[src/rtl/arb_rr_8.sv]
// Eight-way round-robin arbiter with a grant-hold timeout.
// A grant is held until the owner signals DONE, drops its request, or the
// hold timer reaches MAXHOLD. Every release is followed by one zero-grant GAP
// cycle, and the priority pointer then moves to the requester after the one
// just released.
//
// state | meaning
// ------+----------------------------------------------------------
// IDLE  | no grant; arbitrate REQ from PTR every cycle
// BUSY  | grant held; count hold cycles, watch DONE/REQ[IDX]/timeout
// GAP   | one zero-grant cycle after a release; arbitrate like IDLE
module arb_rr_8 #(
    parameter int unsigned MAXHOLD = 16
) (
    input  logic       CLK,
    input  logic       RST,
    input  logic [7:0] REQ,
    input  logic       DONE,
    output logic [7:0] GNT,
    output logic [2:0] IDX,
    output logic       VLD,
    output logic       TMO
);

    typedef enum logic [1:0] {
        ST_IDLE = 2'd0,
        ST_BUSY = 2'd1,
        ST_GAP  = 2'd2
    } state_t;

    // Hold count on which the timeout fires (MAXHOLD = 0 turns it off).
    localparam bit         TO_EN     = (MAXHOLD != 0);
    localparam logic [7:0] HOLD_LAST = 8'((MAXHOLD == 0) ? 0 : MAXHOLD - 1);

    state_t     state_q, state_d;
    logic [2:0] ptr_q, ptr_d;
    logic [7:0] hcnt_q, hcnt_d;
    logic [7:0] gnt_q, gnt_d;
    logic [2:0] idx_q, idx_d;
    logic       vld_q, vld_d;
    logic       tmo_q, tmo_d;

    logic       win_vld;
    logic [2:0] win_idx;
    logic [2:0] cand;
    logic       timeout;
    logic       owner_req;

    // Round-robin pick: first set REQ bit at or after PTR, wrapping 7->0.
    // Scanning from the far end keeps the closest candidate as the winner.
    always_comb begin
        win_vld = 1'b0;
        win_idx = ptr_q;
        cand    = ptr_q;
        for (int k = 7; k >= 0; k--) begin
            cand = ptr_q + 3'(k);
            if (REQ[cand]) begin
                win_vld = 1'b1;
                win_idx = cand;
            end
        end
    end

    // Release causes seen by the current owner.
    always_comb begin
        owner_req = REQ[idx_q];
        timeout   = TO_EN && (hcnt_q == HOLD_LAST);
    end

    // Next-state and registered-output logic.
    always_comb begin
        state_d = state_q;
        ptr_d   = ptr_q;
        hcnt_d  = hcnt_q;
        gnt_d   = gnt_q;
        idx_d   = idx_q;
        vld_d   = vld_q;
        tmo_d   = 1'b0;
        case (state_q)
            ST_BUSY: begin
                if (DONE || !owner_req || timeout) begin
                    state_d = ST_GAP;
                    gnt_d   = 8'h00;
                    idx_d   = 3'd0;
                    vld_d   = 1'b0;
                    ptr_d   = idx_q + 3'd1;
                    // A timeout only counts as forced if nothing else released the owner.
                    tmo_d   = timeout && !DONE && owner_req;
                end else if (hcnt_q != 8'hFF) begin
                    hcnt_d = hcnt_q + 8'd1;
                end
            end
            ST_IDLE, ST_GAP: begin
                if (win_vld) begin
                    state_d = ST_BUSY;
                    gnt_d   = 8'h01 << win_idx;
                    idx_d   = win_idx;
                    vld_d   = 1'b1;
                    hcnt_d  = 8'd0;
                end else begin
                    state_d = ST_IDLE;
                    gnt_d   = 8'h00;
                    idx_d   = 3'd0;
                    vld_d   = 1'b0;
                end
            end
            default: begin
                state_d = ST_IDLE;
                gnt_d   = 8'h00;
                idx_d   = 3'd0;
                vld_d   = 1'b0;
            end
        endcase
    end

    // State and output registers; reset clears everything immediately.
    always_ff @(posedge CLK or posedge RST) begin
        if (RST) begin
            state_q <= ST_IDLE;
            ptr_q   <= 3'd0;
            hcnt_q  <= 8'd0;
            gnt_q   <= 8'h00;
            idx_q   <= 3'd0;
            vld_q   <= 1'b0;
            tmo_q   <= 1'b0;
        end else begin
            state_q <= state_d;
            ptr_q   <= ptr_d;
            hcnt_q  <= hcnt_d;
            gnt_q   <= gnt_d;
            idx_q   <= idx_d;
            vld_q   <= vld_d;
            tmo_q   <= tmo_d;
        end
    end

    assign GNT = gnt_q;
    assign IDX = idx_q;
    assign VLD = vld_q;
    assign TMO = tmo_q;

endmodule

[config.mk]
export PLATFORM = sky130hd
export DESIGN_NAME = arb_rr_8
export DESIGN_NICKNAME = d
export VERILOG_FILES = /design/src/rtl/arb_rr_8.sv
export SDC_FILE = /design/constraint.sdc
export NUM_CORES = 1
export LEC_CHECK = 0
export ABC_AREA = 0
export BUFFER_PORTS_ARGS = -buffer_cell sky130_fd_sc_hd__buf_4
export CAP_MARGIN = 20
export CORE_AREA = 8 8 80 82
export DETAILED_ROUTE_END_ITERATION = 6
export DIE_AREA = 0 0 88 90
export PLACE_DENSITY = 0.66
export SYNTH_ARGS = -nofsm -noshare
export SYNTH_HDL_FRONTEND = slang
export SYNTH_SLANG_ARGS = --single-unit
[constraint.sdc]
create_clock -name CLK -period 7.7 [get_ports CLK]
set_clock_uncertainty 0.15 [all_clocks]
set_input_delay 0.77 -clock CLK [delete_from_list [all_inputs] [get_ports CLK]]
set_output_delay 0.77 -clock CLK [all_outputs]
set_load 0.03 [all_outputs]
==> results of run 1 <==
## sequential cells by signal, summed over array words and instances, names as in the netlist
register / cells
GNT: 8
hcnt_q: 8
IDX: 3
ptr_q: 3
TMO: 1
VLD: 1
state_q: 1
## cell usage after synthesis (3+ instances only)
cell / number
nand2_1: 29
dfrtp_1: 25
mux2i_1: 15
mux4_2: 12
nor2_1: 12
o21ai_0: 12
nand3_1: 10
inv_1: 9
a21oi_1: 8
mux2_2: 5
nor3_1: 5
o41ai_1: 5
xnor2_1: 5
buf_2: 4
ha_1: 4
mux2_1: 4
o31ai_1: 4
xor2_1: 4
a31oi_1: 3
buf_6: 3
clkbuf_1: 3
nand2b_1: 3
nor4_1: 3
## how the worst max path moves through the flow
| stage | endpoint | depth (start not counted) |
|---|---|---|
| 4_1_cts | hcnt_q[5] | 9 |
| 2_1_floorplan | GNT[5] | 11 |
| 6_report | hcnt_q[5] | 9 |
| 3_5_place_dp | hcnt_q[5] | 9 |
| 5_1_grt | hcnt_q[5] | 9 |
| 3_3_place_gp | hcnt_q[7] | 9 |
## power by group through the flow
stage / Combinational, mW / Sequential, mW / Clock (mW)
global placement: 0.818 / 0.253 / 0
global route: 0.912 / 0.261 / 0.0834
detailed placement: 0.823 / 0.255 / 0
CTS: 0.828 / 0.252 / 0.0779
finish: 0.835 / 0.252 / 0.0764
floorplan: 0.715 / 0.217 / 0
## layout make-up
| cell class | count | area share |
|---|---|---|
| Multi-Input combinational cell | 178 | 0.597 |
| Tap cell | 72 | 0.0370 |
| Timing Repair Buffer | 24 | 0.0739 |
| Inverter | 11 | 0.0169 |
| Sequential cell | 25 | 0.257 |
| Clock buffer | 4 | 0.0185 |
## metrics by stage
stage	setup slack [ns]	hold WS (ns)	power, mW
5_1_grt	3.08	0.371	1.26
2_1_floorplan	4.49	0.364	0.932
6_report	3.48	0.332	1.16
3_5_place_dp	3.43	0.321	1.08
3_3_place_gp	3.53	0.318	1.07
4_1_cts	3.43	0.339	1.16
## placed cells by master, fill, tap and decap left out, drive strengths merged, types with 10 or more instances in the layout
cell,synthesis,final
nand2,29,29
dfrtp,25,25
buf,9,24
mux2i,15,15
mux4,13,13
o21ai,13,13
nor2,12,12
nand3,10,10
mux2,10,10
## worst max-delay path, stage by stage, from the launching register on
cell and delay (ns):
dfrtp_1 0.99, inv_1 0.29, ha_1 0.70, mux4_2 0.64, nor4_1 0.29, a31oi_1 0.32
a21o_1 0.33, nor4b_1 0.18, xnor2_1 0.14, nor2_1 0.05
## routing by layer
| layer | wire (µm) | vias up | GRT usage |
|---|---|---|---|
| met4 | 57 | 0 | 0.0359 |
| met2 | 2670 | 29 | 0.225 |
| met3 | 132 | 7 | 0.0146 |
| met5 | 0 | - | 0 |
| met1 | 2400 | 929 | 0.185 |
| li1 | - | 889 | - |
## kinds of logic after synthesis
| kind of cell | Yosys count | synth area share |
|---|---|---|
| xor gates and xnor gates | 11 | 0.0554 |
| muxes | 38 | 0.254 |
| adders and majority gates | 4 | 0.0226 |
| AOI/OAI and AO/OA | 51 | 0.163 |
| and+or+nand+nor | 74 | 0.160 |
| buffers and inverters | 24 | 0.0627 |
| DFF | 25 | 0.282 |
==> reports/qor.txt, run 1 <==
crit share post-route = 0.548
status = completed
ANT nets after route = 0
cell row count = 27
I/O Buffers = 23
Sw Share = 0.517
post-synth top area cell = dfrtp_1
Sink Count = 25
first-pass GRT wire length = 9030 µm
Pint = 562 µW
synth unique cells = 57
final cell utilization of the core = 0.465
largest net degree at the start of global routing = 26
vias in the first global route = 1822
Placed Area = 2390 µm²
number of synthesized flops with an enable pin = 0
Synth Area per Inst = 9.76 µm²
worst skew pair latency = 0.27 ns
initial core utilization = 0.423
Reg area = 626 µm²
GRT overflow = 0
Die W = 88 µm
CTS Buffer Depth = 2
unrepaired setup endpoints after global routing = false
H-tree depth = 1
Leak = 1.01 nW
Hold Vio Cnt, Final = 0
DR WL/cell = 16.8 µm
RR Startpoint = ptr_q[0]
peak supply drop = 0.329 mV
path category of the worst min-delay check = flop to flop
Synth top area share = 0.282
final slew viol count = 0
Primary FF master, synth = dfrtp_1
post-synthesis net count = 242
Worst Max-Slew Pin Slew = 0.981 ns
die area = 7920 µm²
core area = 5240 µm²
Routability Congestion = 0.887
R2R setup slack = 3.48 ns
Arr. time, crit path = 4.20 ns
Root Buffer = clkbuf_8
Post-CTS Resized = 0
I/O pin total = 24
diode count = 0
final cell count without fillers = 314
routed vias = 1854
detailed placement HPWL = 3930 µm
Crit. Startpoint = ptr_q[0]
via/cell ratio = 5.90
mapped cell area = 2210 µm²
total CTS buffers = 3
Worst Setup End Kind = flop
TritonRoute pass-1 iters = 4
overall routing resource usage = 0.137
Sw Pwr = 602 µW
maxcap violations = 0
Post-CTS Setup Inserts = 0
Crit Path Category = flop to flop
number of hold buffers added after cts = 0
worst rel slew slack = 0.346
final wirelength = 5260 µm
sequential power share = 0.217
Synth Register Bits = 25
layout cells sized above 1 = 0.219
Iter 0 DRT Violations = 121
DR DRC count = 0
R2R cell count = 9
combinational share of power = 0.718
multi-input logic area = 1460 µm²
R2R Path End = hcnt_q[5]
# placed instances = 310
CP Launch Type = flop
area delta synth->final = 10.1%
Fin Setup TNS = 0 ns
Max FO, Critical Path = 24
Fill cells = 510
Die Y = 90 µm
CP required = 7.68 ns
Hold Path Stages = 2
post-synthesis sequential area ratio = 0.282
Final Instance Area = 2440 µm²
clock slew at reported path FFs = 0.09 ns
fraction of registers with async set/reset = 1.00
Yosys warning total = 0
CTS tree = yes
WHS Endpoint = GNT[3]
Final min period = 4.22 ns
f_max = 237 MHz
synthesized instance count = 227
largest cells by area after synthesis = dfrtp_1 28%, mux4_2 12%, mux2i_1 6.8%
Clock power frac = 0.066
worst hold start = GNT[3]
antenna violations before repair = 0
pwr dens = 477 nW/µm²
Setup Viol. Count Final = 0
fin nets = 258
No activity file was read; power rests on OpenSTA's default activity.
==> run 2, diff against run 1 <==
Clock period 7.7 ns to 4.2 ns, I/O delays scaled along.
==> run 2 against run 1 <==
Die area unchanged. Highest routed layer unchanged. First-iteration DRC count is 7.4% higher. Register-to-register slack worse by 2.8 ns. Setup slack got worse by 2.8 ns. Routed wire length fell by 1.2%. Global-route usage is 0.17 points lower. Largest power group unchanged.
==> reports/qor.txt, run 2 (synthesis gave the netlist of run 1 again) <==
Fin Setup TNS = 0 ns (unchanged)
DR WL/cell = 16.3 µm (-2.4%)
clock slew at reported path FFs = 0.08 ns (about the same)
cell row count = 27 (unchanged)
diode count = 0 (unchanged)
Worst Max-Slew Pin Slew = 0.958 ns (-0.0232 ns)
unrepaired setup endpoints after global routing = false
maxcap violations = 0 (unchanged)
final slew viol count = 0 (unchanged)
I/O Buffers = 23 (unchanged)
Hold Vio Cnt, Final = 0 (unchanged)
CTS Buffer Depth = 2 (unchanged)
final cell count without fillers = 318 (+1.3%)
CP Launch Type = flop
Root Buffer = clkbuf_8
Max FO, Critical Path = 13 (-46%)
initial core utilization = 0.423 (unchanged)
Arr. time, crit path = 3.55 ns (-0.65 ns)
status = completed
layout cells sized above 1 = 0.228 (+0.00863)
DR DRC count = 0 (unchanged)
Leak = 1.03 nW (+2.6%)
CP required = 4.20 ns (-3.48 ns)
antenna violations before repair = 0 (unchanged)
fin nets = 262 (+1.6%)
R2R cell count = 8 (-1)
via/cell ratio = 5.88 (-0.46%)
number of hold buffers added after cts = 0 (unchanged)
largest net degree at the start of global routing = 26 (unchanged)
Die Y = 90 µm (unchanged)
path category of the worst min-delay check = primary input to flop
Sink Count = 25 (unchanged)
final wirelength = 5200 µm (-1.2%)
Iter 0 DRT Violations = 130 (+7.4%)
Final min period = 3.55 ns (-0.668 ns)
worst rel slew slack = 0.361 (+0.0155)
Die W = 88 µm (unchanged)
die area = 7920 µm² (unchanged)
area delta synth->final = 12.4%
worst skew pair latency = 0.26 ns (about the same)
Worst Setup End Kind = flop
CTS tree = yes
H-tree depth = 1 (unchanged)
most frequent cells in the layout = 29 x nand2_1, 26 x buf_4, 25 x dfrtp_1
most common cell after layout, fill and taps aside = nand2_1
total power = 2.14 mW (+84%)
GRT overflow = 0 (unchanged)
Setup Viol. Count Final = 0 (unchanged)
detailed placement HPWL = 3850 µm (-2.0%)
crit share post-route = 0.845 (+0.297)
worst hold start = DONE
routed vias = 1869 (+0.81%)
overall routing resource usage = 0.136 (-0.00166)
f_max = 282 MHz (+19%)
I/O pin total = 24 (unchanged)
# placed instances = 312 (+0.65%)
Crit Path Category = flop to flop
core area = 5240 µm² (unchanged)
Post-CTS Resized = 0 (unchanged)
TritonRoute pass-1 iters = 5 (+1)
Routability Congestion = 0.923 (+4.2%)
total CTS buffers = 3 (unchanged)
ANT nets after route = 0 (unchanged)
peak supply drop = 0.503 mV (+53%)
vias in the first global route = 1831 (+0.49%)
pwr dens = 860 nW/µm² (+80%)
Post-CTS Setup Inserts = 0 (unchanged)
Hold Path Stages = 2 (unchanged)
RR Startpoint = ptr_q[1]
first-pass GRT wire length = 8940 µm (-1.0%)
Crit. Startpoint = ptr_q[1]
-- run 2: changes by cell type in the layout (fill, tap and decap cells not counted) --
| cell | previous run | this run |
|---|---|---|
| buf_4 | 24 | 26 |
| dlygate4sd3_1 | 0 | 1 |
| buf_16 | 0 | 1 |
-- run 2: per-stage QoR --
step | setup WS, ns | util | instance area (µm²) | hold slack (ns)
2_1_floorplan | 0.991 | - | 2210 | 0.297
3_3_place_gp | 0.798 | 0.460 | 2410 | 0.318
3_5_place_dp | 0.711 | 0.460 | 2410 | 0.324
4_1_cts | 0.695 | 0.468 | 2450 | 0.182
5_1_grt | 0.396 | 0.476 | 2490 | 0.168
6_report | 0.650 | 0.476 | 2490 | 0.190
-- run 2: layer usage --
layer	global-route usage	vias to the layer above	wire length, µm
met5	0	-	0
met2	0.229	43	2710
met3	0.0164	6	171
met1	0.176	919	2240
met4	0.0330	0	74
li1	-	901	-
-- run 2: critical path: stages (launching register included) --
cell      delay [ns]
dfrtp_1         0.36
clkinv_1        0.23
ha_1            0.71
mux4_2          0.47
mux2_4          0.32
and2_1          0.19
a222oi_1        0.51
o21ai_2         0.18
o41ai_1         0.34
-- run 2: layout make-up --
class | count | area [µm²]
fill | 496 | 2750
multi-input combinational | 178 | 1460
sequential | 25 | 626
timing repair buffer | 28 | 233
tap | 72 | 90.1
clock buffer | 4 | 45.0
inverter | 11 | 41.3
-- run 2: where the power goes --
| group | switching [mW] | internal (mW) | leakage [nW] |
|---|---|---|---|
| Clock | 0.0717 | 0.0677 | 0.0228 |
| Sequential | 0.0895 | 0.301 | 0.333 |
| Combinational | 0.936 | 0.676 | 0.678 |
| Total | 1.10 | 1.04 | 1.03 |
-- run 2: path summary, 6_finish.rpt --
| path | endpoint | slack [ns] |
|---|---|---|
| min in group asynchronous | TMO | 0.46 |
| setup / recovery | GNT[5] | 0.65 |
| hold reg to reg | GNT[7] | 0.34 |
| hold / removal | TMO | 0.19 |
| max in group asynchronous | GNT[7] | 3.10 |
| setup reg to reg | GNT[5] | 0.65 |
